## src/rtl/spi_slave_pkg.sv

```systemverilog
// -----------------------------------------------------------------------------
// spi_slave_pkg
// Shared constants for the SPI target peripheral: register indices (address
// bits [3:2] within the 16-byte window), STATUS/CTRL bit positions and the
// frame FSM state type.
// -----------------------------------------------------------------------------
package spi_slave_pkg;

    // Register index = mem_addr[3:2]
    localparam logic [1:0] REG_TXDATA = 2'd0;
    localparam logic [1:0] REG_RXDATA = 2'd1;
    localparam logic [1:0] REG_STATUS = 2'd2;
    localparam logic [1:0] REG_CTRL   = 2'd3;

    // STATUS bits
    localparam int ST_RX_VALID = 0;
    localparam int ST_TX_EMPTY = 1;
    localparam int ST_OVERRUN  = 2;
    localparam int ST_BUSY     = 3;

    // CTRL bits
    localparam int CTRL_EN     = 0;
    localparam int CTRL_IRQ_EN = 1;

    typedef enum logic {
        IDLE   = 1'b0,
        ACTIVE = 1'b1
    } spi_state_e;

endpackage

```

## src/rtl/spi_slave_sync.sv

```systemverilog
// -----------------------------------------------------------------------------
// spi_slave_sync
// Brings one asynchronous SPI pin into the clk domain through SYNC_STAGES
// flops, followed by a history flop used for edge detection.
//
// Ports:
//   clk_i    system clock
//   rst_ni   synchronous active-low reset
//   d_i      asynchronous pin
//   level_o  synchronised level
//   rise_o   one-cycle pulse, synchronised level went 0 -> 1
//   fall_o   one-cycle pulse, synchronised level went 1 -> 0
// -----------------------------------------------------------------------------
module spi_slave_sync #(
    parameter int SYNC_STAGES = 2
) (
    input  logic clk_i,
    input  logic rst_ni,
    input  logic d_i,
    output logic level_o,
    output logic rise_o,
    output logic fall_o
);

    logic [SYNC_STAGES-1:0] sync_q;
    logic                   hist_q;

    // sync_q[0] samples the pin; sync_q[SYNC_STAGES-1] is the usable level.
    always_ff @(posedge clk_i) begin
        if (!rst_ni) begin
            sync_q <= '0;
            hist_q <= 1'b0;
        end else begin
            sync_q <= {sync_q[SYNC_STAGES-2:0], d_i};
            hist_q <= sync_q[SYNC_STAGES-1];
        end
    end

    assign level_o = sync_q[SYNC_STAGES-1];
    assign rise_o  =  sync_q[SYNC_STAGES-1] & ~hist_q;
    assign fall_o  = ~sync_q[SYNC_STAGES-1] &  hist_q;

endmodule

```

## src/rtl/spi_slave.sv

```systemverilog
// -----------------------------------------------------------------------------
// spi_slave
// Memory-mapped SPI target, mode 0 (CPOL=0, CPHA=0), 8-bit frames, MSB first.
// All SPI pins are oversampled on clk; the host must keep each SCLK phase at
// least 4 clk periods long.
//
// Ports:
//   clk, rst_n          system clock, synchronous active-low reset
//   mem_addr/wdata      core data bus address / write data
//   mem_we/mem_re       single-cycle write / read strobes
//   mem_rdata           combinational read data, 0 when not selected
//   ena                 CTRL.EN, drives the pin mux
//   spi_sclk/cs_n/mosi  host pins (asynchronous)
//   spi_miso/miso_oe    data to host and its drive enable
//   irq                 IRQ_EN & (rx_valid | overrun)
//
// Registers (16-byte window): 0x0 TXDATA, 0x4 RXDATA, 0x8 STATUS, 0xC CTRL.
// -----------------------------------------------------------------------------
module spi_slave
    import spi_slave_pkg::*;
#(
    parameter logic [31:0] SPI_SLAVE_BASE_ADDR = 32'h4000_6000,
    parameter int          SYNC_STAGES         = 2
) (
    input  logic        clk,
    input  logic        rst_n,
    input  logic [31:0] mem_addr,
    input  logic [31:0] mem_wdata,
    input  logic        mem_we,
    input  logic        mem_re,
    output logic [31:0] mem_rdata,
    output logic        ena,
    input  logic        spi_sclk,
    input  logic        spi_cs_n,
    input  logic        spi_mosi,
    output logic        spi_miso,
    output logic        spi_miso_oe,
    output logic        irq
);

    // ---------------- pin synchronisers ----------------
    logic sclk_lvl, sclk_rise, sclk_fall;
    logic cs_lvl, cs_rise, cs_fall;
    logic mosi_lvl, mosi_rise, mosi_fall;

    spi_slave_sync #(.SYNC_STAGES(SYNC_STAGES)) u_sync_sclk (
        .clk_i(clk), .rst_ni(rst_n), .d_i(spi_sclk),
        .level_o(sclk_lvl), .rise_o(sclk_rise), .fall_o(sclk_fall)
    );

    spi_slave_sync #(.SYNC_STAGES(SYNC_STAGES)) u_sync_cs (
        .clk_i(clk), .rst_ni(rst_n), .d_i(spi_cs_n),
        .level_o(cs_lvl), .rise_o(cs_rise), .fall_o(cs_fall)
    );

    spi_slave_sync #(.SYNC_STAGES(SYNC_STAGES)) u_sync_mosi (
        .clk_i(clk), .rst_ni(rst_n), .d_i(spi_mosi),
        .level_o(mosi_lvl), .rise_o(mosi_rise), .fall_o(mosi_fall)
    );

    // Only edges matter for sclk/cs_n and only the level for mosi; the
    // remaining synchroniser outputs and the bus bits outside the register
    // fields are intentionally left unused.
    logic unused_sigs;
    assign unused_sigs = ^{sclk_lvl, cs_lvl, mosi_rise, mosi_fall,
                           mem_addr[1:0], mem_wdata[31:8]};

    // ---------------- bus decode ----------------
    logic       sel;
    logic [1:0] idx;
    logic       wr, rd, rx_read;

    assign sel     = (mem_addr[31:4] == SPI_SLAVE_BASE_ADDR[31:4]);
    assign idx     = mem_addr[3:2];
    assign wr      = sel & mem_we;
    assign rd      = sel & mem_re;
    assign rx_read = rd & (idx == REG_RXDATA);

    // ---------------- state ----------------
    spi_state_e state_q, state_d;
    logic       en_q, en_d;
    logic       irq_en_q, irq_en_d;
    logic [7:0] tx_buf_q, tx_buf_d;
    logic       tx_full_q, tx_full_d;
    logic [7:0] tx_shift_q, tx_shift_d;
    logic [7:0] rx_shift_q, rx_shift_d;
    logic [7:0] rx_data_q, rx_data_d;
    logic       rx_valid_q, rx_valid_d;
    logic       overrun_q, overrun_d;
    logic [2:0] bit_cnt_q, bit_cnt_d;
    logic       reload_pend_q, reload_pend_d;

    always_ff @(posedge clk) begin
        if (!rst_n) begin
            state_q       <= IDLE;
            en_q          <= 1'b0;
            irq_en_q      <= 1'b0;
            tx_buf_q      <= 8'h00;
            tx_full_q     <= 1'b0;
            tx_shift_q    <= 8'h00;
            rx_shift_q    <= 8'h00;
            rx_data_q     <= 8'h00;
            rx_valid_q    <= 1'b0;
            overrun_q     <= 1'b0;
            bit_cnt_q     <= 3'd0;
            reload_pend_q <= 1'b0;
        end else begin
            state_q       <= state_d;
            en_q          <= en_d;
            irq_en_q      <= irq_en_d;
            tx_buf_q      <= tx_buf_d;
            tx_full_q     <= tx_full_d;
            tx_shift_q    <= tx_shift_d;
            rx_shift_q    <= rx_shift_d;
            rx_data_q     <= rx_data_d;
            rx_valid_q    <= rx_valid_d;
            overrun_q     <= overrun_d;
            bit_cnt_q     <= bit_cnt_d;
            reload_pend_q <= reload_pend_d;
        end
    end

    // Next-byte value for MISO: pending TX byte, or 0x00 on underflow.
    logic [7:0] tx_load;
    assign tx_load = tx_full_q ? tx_buf_q : 8'h00;

    // ---------------- next state ----------------
    // Ordering matters: clears (RXDATA read, overrun W1C) come before the
    // FSM so a same-cycle set wins; the TXDATA write comes last so a byte
    // written during a load stays pending for the next frame.
    always_comb begin
        state_d       = state_q;
        en_d          = en_q;
        irq_en_d      = irq_en_q;
        tx_buf_d      = tx_buf_q;
        tx_full_d     = tx_full_q;
        tx_shift_d    = tx_shift_q;
        rx_shift_d    = rx_shift_q;
        rx_data_d     = rx_data_q;
        rx_valid_d    = rx_valid_q;
        overrun_d     = overrun_q;
        bit_cnt_d     = bit_cnt_q;
        reload_pend_d = reload_pend_q;

        if (rx_read) begin
            rx_valid_d = 1'b0;
        end
        if (wr && idx == REG_STATUS && mem_wdata[ST_OVERRUN]) begin
            overrun_d = 1'b0;
        end
        if (wr && idx == REG_CTRL) begin
            en_d     = mem_wdata[CTRL_EN];
            irq_en_d = mem_wdata[CTRL_IRQ_EN];
        end

        case (state_q)
            IDLE: begin
                if (cs_fall && en_q) begin
                    state_d       = ACTIVE;
                    tx_shift_d    = tx_load;
                    tx_full_d     = 1'b0;
                    bit_cnt_d     = 3'd0;
                    reload_pend_d = 1'b0;
                end
            end
            ACTIVE: begin
                if (cs_rise || !en_q) begin
                    // Deselect or disable: any partial byte is dropped.
                    state_d       = IDLE;
                    bit_cnt_d     = 3'd0;
                    reload_pend_d = 1'b0;
                end else if (sclk_rise) begin
                    rx_shift_d = {rx_shift_q[6:0], mosi_lvl};
                    bit_cnt_d  = bit_cnt_q + 3'd1;
                    if (bit_cnt_q == 3'd7) begin
                        rx_data_d     = {rx_shift_q[6:0], mosi_lvl};
                        rx_valid_d    = 1'b1;
                        bit_cnt_d     = 3'd0;
                        reload_pend_d = 1'b1;
                        if (rx_valid_q && !rx_read) begin
                            overrun_d = 1'b1;
                        end
                    end
                end else if (sclk_fall) begin
                    if (reload_pend_q) begin
                        tx_shift_d    = tx_load;
                        tx_full_d     = 1'b0;
                        reload_pend_d = 1'b0;
                    end else begin
                        tx_shift_d = {tx_shift_q[6:0], 1'b0};
                    end
                end
            end
            default: state_d = IDLE;
        endcase

        if (wr && idx == REG_TXDATA) begin
            tx_buf_d  = mem_wdata[7:0];
            tx_full_d = 1'b1;
        end
    end

    // ---------------- read mux ----------------
    always_comb begin
        mem_rdata = 32'h0;
        if (rd) begin
            case (idx)
                REG_RXDATA: mem_rdata = {24'h0, rx_data_q};
                REG_STATUS: begin
                    mem_rdata[ST_RX_VALID] = rx_valid_q;
                    mem_rdata[ST_TX_EMPTY] = ~tx_full_q;
                    mem_rdata[ST_OVERRUN]  = overrun_q;
                    mem_rdata[ST_BUSY]     = (state_q == ACTIVE);
                end
                REG_CTRL: begin
                    mem_rdata[CTRL_EN]     = en_q;
                    mem_rdata[CTRL_IRQ_EN] = irq_en_q;
                end
                default: mem_rdata = 32'h0;
            endcase
        end
    end

    // ---------------- outputs ----------------
    assign ena         = en_q;
    assign spi_miso    = (state_q == ACTIVE) & tx_shift_q[7];
    assign spi_miso_oe = en_q & (state_q == ACTIVE);
    assign irq         = irq_en_q & (rx_valid_q | overrun_q);

endmodule

```

## config.mk

```make
export PLATFORM = sky130hd
export DESIGN_NAME = spi_slave
export DESIGN_NICKNAME = d
export VERILOG_FILES = /design/src/rtl/spi_slave_pkg.sv /design/src/rtl/spi_slave_sync.sv /design/src/rtl/spi_slave.sv
export SDC_FILE = /design/constraint.sdc
export NUM_CORES = 1
export LEC_CHECK = 0
export CAP_MARGIN = 20
export CORE_UTILIZATION = 42
export DETAILED_ROUTE_END_ITERATION = 10
export PLACE_DENSITY_LB_ADDON = 0.25
export REMOVE_ABC_BUFFERS = 1
export SLEW_MARGIN = 10
export SYNTH_ARGS = -nofsm -noshare
export SYNTH_HDL_FRONTEND = slang
export SYNTH_SLANG_ARGS = --single-unit
```

## constraint.sdc

```tcl
create_clock -name clk -period 2.1 [get_ports clk]
set_clock_uncertainty 0.2 [all_clocks]
set_input_delay 0.21 -clock clk [delete_from_list [all_inputs] [get_ports clk]]
set_output_delay 0.21 -clock clk [all_outputs]
set_load 0.005 [all_outputs]
```

After elaboration in Yosys (flattened, before gate mapping)
Index checks and enable logic that the tools add are counted.
- input bits: 71
- register bits: 49
- logic and storage cells: 111
- bitwise logic cells: 18
- equal/unequal tests: 17
- reduce and logical (&&, ||, !) cells: 16
- mux-type cells: 42
- add/subtract/negate cells: 1
- operators by type and width (kind ; number):
    $mux 8 ; 7
    $eq 28x27->1 const B ; 1
    $mux 1 ; 23
    $pmux 8 s2 ; 1
    $mux 3 ; 4
    $ne 3x2->1 const B ; 4
    $and 1x1->1 ; 10
    $ne 2x2->1 const B ; 4
    $reduce_and 4->1 ; 2
    $not 1->1 ; 7
    $logic_and 1x1->1 ; 6
    $pmux 1 s2 ; 3
    $pmux 2 s3 ; 1
    $pmux 3 s2 ; 1
    $reduce_and 3->1 ; 2
    $reduce_and 5->1 ; 1
    $eq 2x2->1 const B ; 2
    $mux 4 ; 1
    $ne 4x2->1 const B ; 1
    $ne 4x3->1 const B ; 1
    $pmux 2 s2 ; 1
    $add 3x1->3 const B ; 1
    $eq 3x3->1 const B ; 1
    $ne 3x1->1 const B ; 1
    7 further kinds ; 8

Longest topological paths before layout
Gate-level depths: netlist (run 1).
- word-level depth: 10
- depth in mapped cells: 8
- mapped depth without buffers: 6

By module
A second synthesis (run 1) with hierarchy kept.
- cells, all modules: 288
- area total of the unflattened synthesis: 2474.9 um^2
- by module, submodules not included (module ; instances ; area an instance (um^2) ; sequential area each (um^2) ; cells an instance):
    spi_slave ; 1 ; 2200.9 ; 820.8 ; 264
    spi_slave_sync ; 3 ; 91.3 ; 60.1 ; 8

Worst setup path after synthesis (run 1)
No wires, ideal clock.
- path kind: input -> output
- start: in mem_addr[27]
- end: out mem_rdata[0]
- path buffers: 0
- slack: 0.291 ns
- data arrival time: 1.399 ns
- stages: 3
- cells stage by stage: or4_4 -> or3_4 -> nor4b_2
- longest elaborated chain between the ends: 3
- RTL lines (element ; RTL line ; RTL):
    start: declaration ; spi_slave.sv:27 ; input logic [31:0] mem_addr,
    $eq 28x27->1 ; spi_slave.sv:73 ; assign sel = (mem_addr[31:4] == SPI_SLAVE_BASE_ADDR[31:4]);
    $and 1x1->1 ; spi_slave.sv:76 ; assign rd = sel & mem_re;
    $mux 8 ; spi_slave.sv:206 ; if (rd) begin
    end: declaration ; spi_slave.sv:31 ; output logic [31:0] mem_rdata,
No other way between the ends.

Worst setup path after layout (run 1)
- start: in mem_addr[28]
- end: out mem_rdata[0]
Same word-level chain as after synthesis.

==> run summary, run 1 <==
outcome - complete, no violations
Worst-path clk slew - 0.08 ns
largest net degree at the start of global routing - 30
IO Port Bufs - 56
maximum clock path buffer count - 2
routed length per instance - 11.69 µm
Hold Vio Cnt, Final - 0
Avg Synthesized Cell Area - 8.436 µm²
Die ar. - 0.006154 mm²
Post-Synthesis Cells - 291
share of flip-flops with an asynchronous set or reset - 0%
Remaining DRCs - 0
CP Capture Type - output port
Synth Warn # - 0
Place WS - -0.7071 ns
starting density of the core - 44.04%
Tot GR Track Use - 17.17%
leak pwr - 1.278 nW
worst skew pair latency - 0.30 ns
number of global-route vias before repair - 1,942
Seq/Total Area, Yosys - 39.96%
Synth Cell Area - 0.002455 mm²
top cells by count, synth - dfxtp_1 (49), nand2_1 (48), buf_4 (25)
Critical Path RT - 1.69 ns
Setup CP Type - primary input to output port
initial antenna violation count - 0
Num CTS Buffers - 5
Max-cap violations - 0
dominant cell type by area after synthesis - dfxtp_1
EDFF count, synth - 0
Sink Count - 49
Top FF cell, synth - dfxtp_1
# H-tree levels - 2
Area contributors post-synth - dfxtp_1 (40%), buf_4 (7.6%), nand2_1 (7.3%)
first-pass GRT wire length - 8376 µm
RePlAce Congestion - 0.7822
crit path DAT - 1.64 ns
Core Region - 0.005574 mm²
most frequent cell after synthesis - dfxtp_1
gr ovfl total - 0
minimum clock period - 2.054 ns
max-slew violation count - 0
RSZ-0062 raised after global routing - no
Hold Crit Class - flop to flop
Power Total - 1.631 mW
clk root buf - clkbuf_8
Area Overhead vs Synth - 31.24%
actual slew at the worst max-slew pin - 0.5625 ns
Yosys reg bits - 49
period utilization - 97.80%
CP Launch Type - primary input
worst vdd ir - 0.4356 mV
final setup fails - 0
Die W - 78.45 µm
die height - 78.45 µm
critical-path maximum fanout - 4
post-layout util - 57.80%
Netlist cell types - 40
DR vias - 2,130
post-synth top area share - 39.96%
WL final - 5132 µm
Slew HR - 62.50%
CTS tree - built
Setup TNS Final - 0 ns
Pwr Density - 506.2 mW/mm²
detailed router's first-iteration violation count - 95
ant diodes - 0
# IOs - 107
final worst setup slack - 0.04625 ns
Rows - 27
ANT nets after route - 0
FMAX - 0.4869 GHz
router iterations before antenna repair - 6
Nets - 446
share of post-route cells with drive strength above 1 - 22.62%
dpl hpwl - 3819 µm
routed vias/inst - 4.852
kinds of logic after synthesis:
group / after synthesis / share of synthesized area, %
compound gates: 46 / 13.00
other cells: 1 / 0.1528
mux: 11 / 4.485
buf+inv: 55 / 12.69
fa+ha+maj: 9 / 4.587
simple gates: 120 / 25.13
flops: 49 / 39.96
cells in the final DEF (no fill, tap or decap), types with 7 or more instances in the layout:
| cell | netlist | routed |
|---|---|---|
| dfxtp_1 | 49 | 48 |
| nand3_1 | 10 | 10 |
| nand2_1 | 48 | 48 |
| and2_1 | 11 | 7 |
| nor2_1 | 21 | 21 |
| clkdlybuf4s50_1 | 0 | 18 |
| clkbuf_2 | 1 | 14 |
| a31oi_1 | 7 | 7 |
| a21oi_1 | 18 | 18 |
| a211oi_1 | 7 | 7 |
| inv_1 | 16 | 16 |
| ha_1 | 9 | 8 |
| buf_4 | 25 | 27 |
| conb_1 | 1 | 24 |
| mux2i_1 | 11 | 11 |
power breakdown:
part | internal, mW | total [mW] | switching (mW)
combinational | 0.0814 | 0.150 | 0.0687
clock | 0.230 | 0.543 | 0.313
sequential | 0.935 | 0.937 | 0.00290
flip-flops by register name, indices dropped and copies added (netlist names), 2 cells and up:
name,count
rx_shift_q,7
tx_buf_q,8
u_sync_mosi.sync_q,2
rx_data_q,8
u_sync_cs.sync_q,2
u_sync_sclk.sync_q,2
tx_shift_q,8
bit_cnt_q,3
worst max-delay path: stages:
cell	delay, ns
buf_6	0.09
or4_4	0.53
or3_4	0.42
nor4b_2	0.24
buf_2	0.15
per-stage QoR:
step	hold WS (ns)	std cells	cell area (µm²)
finish	0.2371	439	3222
global route	0.2481	439	3222
CTS	0.2382	438	3218
detailed placement	0.2177	428	3134
global placement	0.2140	428	3134
floorplan	0.1275	275	2290
area by class of cell:
type / instances / area, µm²
well taps: 72 / 90.09
clock inverters: 3 / 17.52
repair buffers: 84 / 676.9
multi-input cells: 210 / 1326
fillers: 548 / 2352
clock buffers: 5 / 68.82
inverters: 16 / 60.06
flip-flops and latches: 49 / 982.2
per-layer routing:
metal,track usage [%],routed length (µm),up-vias
met5,0,0,-
met2,30.26,2413,85
li1,-,-,1096
met3,5.000,409,6
met1,19.52,2245,943
met4,6.296,65,0
worst paths after layout:
path / start / to / slack (ns) / cells past startpoint
worst max register to register: u_sync_sclk.hist_q / tx_full_q / 0.29 / 6
worst max-delay path: mem_addr[28] / mem_rdata[0] / 0.05 / 5
worst min-delay path: u_sync_mosi.sync_q[0] / u_sync_mosi.sync_q[1] / 0.24 / 1
worst min register to register: u_sync_mosi.sync_q[0] / u_sync_mosi.sync_q[1] / 0.24 / 1
timing repair:
action,4_1_cts,5_1_grt
buffers inserted,2,1
resized for setup,78,41
endpoints found under the setup margin,16,9
pin swaps,18,14
hold buffers,0,0
Power figures use the tool's default switching activity.
==> run 2, diff against run 1 <==
Clock period 2.1 ns to 1.9 ns, I/O delays scaled along.
==> run summary, run 2 (same netlist as run 1, synthesis figures left out) <==
first-pass GRT wire length - 8549 µm (was 8376 µm)
Remaining DRCs - 0 (unchanged)
CP Launch Type - primary input (unchanged)
Levels on crit path - 6 (was 5)
critical-path maximum fanout - 3 (was 4)
# IOs - 107 (unchanged)
RePlAce Congestion - 0.8301 (was 0.7822)
Gate power share - 9.4% (was 9.2%)
CTS tree - built (unchanged)
period utilization - 113.1%
gr ovfl total - 0 (unchanged)
share of post-route cells with drive strength above 1 - 24.47% (was 22.62%)
FMAX - 0.4653 GHz
max-slew violation count - 0 (unchanged)
CP Capture Type - output port (unchanged)
slowest stage delay, CP - 0.55 ns (was 0.53 ns)
# hold bufs at CTS - 0 (unchanged)
Nets - 455 (was 446)
Switching Share - 21.87% (was 23.58%)
maximum clock path buffer count - 2 (unchanged)
# H-tree levels - 2 (unchanged)
NetSw - 427.8 µW (was 384.5 µW)
Die ar. - 0.006154 mm² (unchanged)
Slew HR - 63.34% (was 62.50%)
Tot GR Track Use - 17.74% (was 17.17%)
Reg2Reg Depth - 6 (unchanged)
Area Overhead vs Synth - 39.86% (was 31.24%)
worst vdd ir - 0.4036 mV (was 0.4356 mV)
number of global-route vias before repair - 1,965 (was 1,942)
routed vias/inst - 4.922 (was 4.852)
final worst setup slack - -0.2492 ns (was 0.04625 ns)
Max-cap violations - 0 (unchanged)
DR vias - 2,205 (was 2,130)
Worst-path clk slew - 0.09 ns (was 0.08 ns)
slowest stage cell, crit path - or4_4 (unchanged)
initial antenna violation count - 0 (unchanged)
Power Total - 1.956 mW (was 1.631 mW)
leak pwr - 1.378 nW (was 1.278 nW)
worst path cell trace - buf_6 -> or4_4 -> or3_4 -> buf_6 -> nor4b_4 -> buf_2 (was buf_6 -> or4_4 -> or3_4 -> nor4b_2 -> buf_2)
Rows - 27 (unchanged)
RSZ-0062 raised after global routing - yes (was no)
Buffers & Inverters on Critical Path - 3 (was 2)
router iterations before antenna repair - 5 (was 6)
clk root buf - clkbuf_8 (unchanged)
actual slew at the worst max-slew pin - 0.5499 ns (was 0.5625 ns)
Die W - 78.45 µm (unchanged)
delay-heaviest family, CP - simple AND/OR/NAND/NOR gates (unchanged)
largest net degree at the start of global routing - 30 (unchanged)
outcome - complete, but fails checks (was complete, no violations)
most frequent cells in the layout - nand2_1 (48), dfxtp_1 (48), buf_4 (29), conb_1 (24), nor2_1 (21) (was nand2_1 (48), dfxtp_1 (48), buf_4 (27), conb_1 (24), nor2_1 (21))
post-layout util - 61.59% (was 57.80%)
Core Region - 0.005574 mm² (unchanged)
Setup CP Type - primary input to output port (unchanged)
sequential power share - 53.0% (was 57.5%)
crit path DAT - 1.76 ns (was 1.64 ns)
final setup fails - 8 (was 0)
routed length per instance - 12.41 µm (was 11.69 µm)
hold path depth - 1 (unchanged)
final instance area - 0.003433 mm² (was 0.003222 mm²)
Place WS - -0.8269 ns (was -0.7071 ns)
ant diodes - 0 (unchanged)
final hold slack - 0.2368 ns (was 0.2371 ns)
Hold Vio Cnt, Final - 0 (unchanged)
CP most frequent cell - buf_6
Post-DP Area - 0.003194 mm² (was 0.003134 mm²)
worst skew pair latency - 0.30 ns (about the same)
dpl hpwl - 3945 µm (was 3819 µm)
violated checks - negative setup slack
Hold Crit Class - flop to flop (unchanged)
WL final - 5561 µm (was 5132 µm)
clock share of power - 37.6% (was 33.3%)
ANT nets after route - 0 (unchanged)
P_int - 1.528 mW (was 1.246 mW)
detailed router's first-iteration violation count - 95 (unchanged)
die height - 78.45 µm (unchanged)
Top Registers - rx_data_q (8), tx_buf_q (8), tx_shift_q (8) (unchanged)
IO Port Bufs - 56 (unchanged)
Num CTS Buffers - 5 (unchanged)
Sink Count - 49 (unchanged)
Pwr Density - 569.8 mW/mm² (was 506.2 mW/mm²)
starting density of the core - 44.04% (unchanged)
minimum clock period - 2.149 ns
Critical Path RT - 1.51 ns (was 1.69 ns)
==> run 2: cell count changes in the layout (fill, tap and decap cells not counted), sizes merged <==
cell and change:
clkinvlp -1, dlymetal6s2s -2, buf +16, clkdlybuf4s15 +3, clkinv -1, bufinv +1, clkbuf -7
==> run 2: final cells by class <==
type	count	area (µm²)
Fill cell	506	2141
Clock buffer	6	72.57
Tap cell	72	90.09
Sequential cell	49	982.2
Clock inverter	2	38.79
Inverter	16	60.06
Multi-Input combinational cell	210	1374
Timing Repair Buffer	93	815.8
==> run 2: through the flow <==
step | std cells | setup TNS, ns
after floorplan | 275 | -5.921
after global placement | 431 | -11.30
after detailed placement | 431 | -11.71
after CTS | 443 | -0.8473
after global routing | 448 | -2.197
final | 448 | -1.236
==> run 2: worst paths after layout <==
check	start	to	slack [ns]
max	mem_addr[28]	mem_rdata[1]	-0.25
min	u_sync_mosi.sync_q[0]	u_sync_mosi.sync_q[1]	0.24
max reg2reg	u_sync_sclk.hist_q	tx_shift_q[5]	0.14
min reg2reg	u_sync_mosi.sync_q[0]	u_sync_mosi.sync_q[1]	0.24
==> run 2: timing repair <==
action / CTS / global route
setup endpoints to repair: 20 / 22
setup buffers: 4 / 4
pin swaps: 16 / 14
gates resized for setup: 109 / 34
cloned: 0 / 1
==> run 2: worst register-to-register path, delay by kind of cell (launching register included) <==
kind | cells | cell delay (ns)
flops | 1 | 0.34
fa+ha+maj | 1 | 0.21
buf+inv | 2 | 0.24
compound gates | 2 | 0.64
simple gates | 1 | 0.05
==> run 2: power by group through the flow <==
stage | logic [mW] | clock network, mW | registers [mW]
2_1_floorplan | 0.0521 | 0 | 1.06
3_3_place_gp | 0.184 | 0 | 1.06
3_5_place_dp | 0.187 | 0 | 1.06
4_1_cts | 0.170 | 0.755 | 1.04
5_1_grt | 0.202 | 0.801 | 1.04
6_report | 0.185 | 0.735 | 1.04
==> run 2: layer usage <==
layer,global-route usage (%),wire (µm)
met5,0,0
met1,20.47,2329
met4,5.000,59
met2,31.67,2776
met3,5.116,395
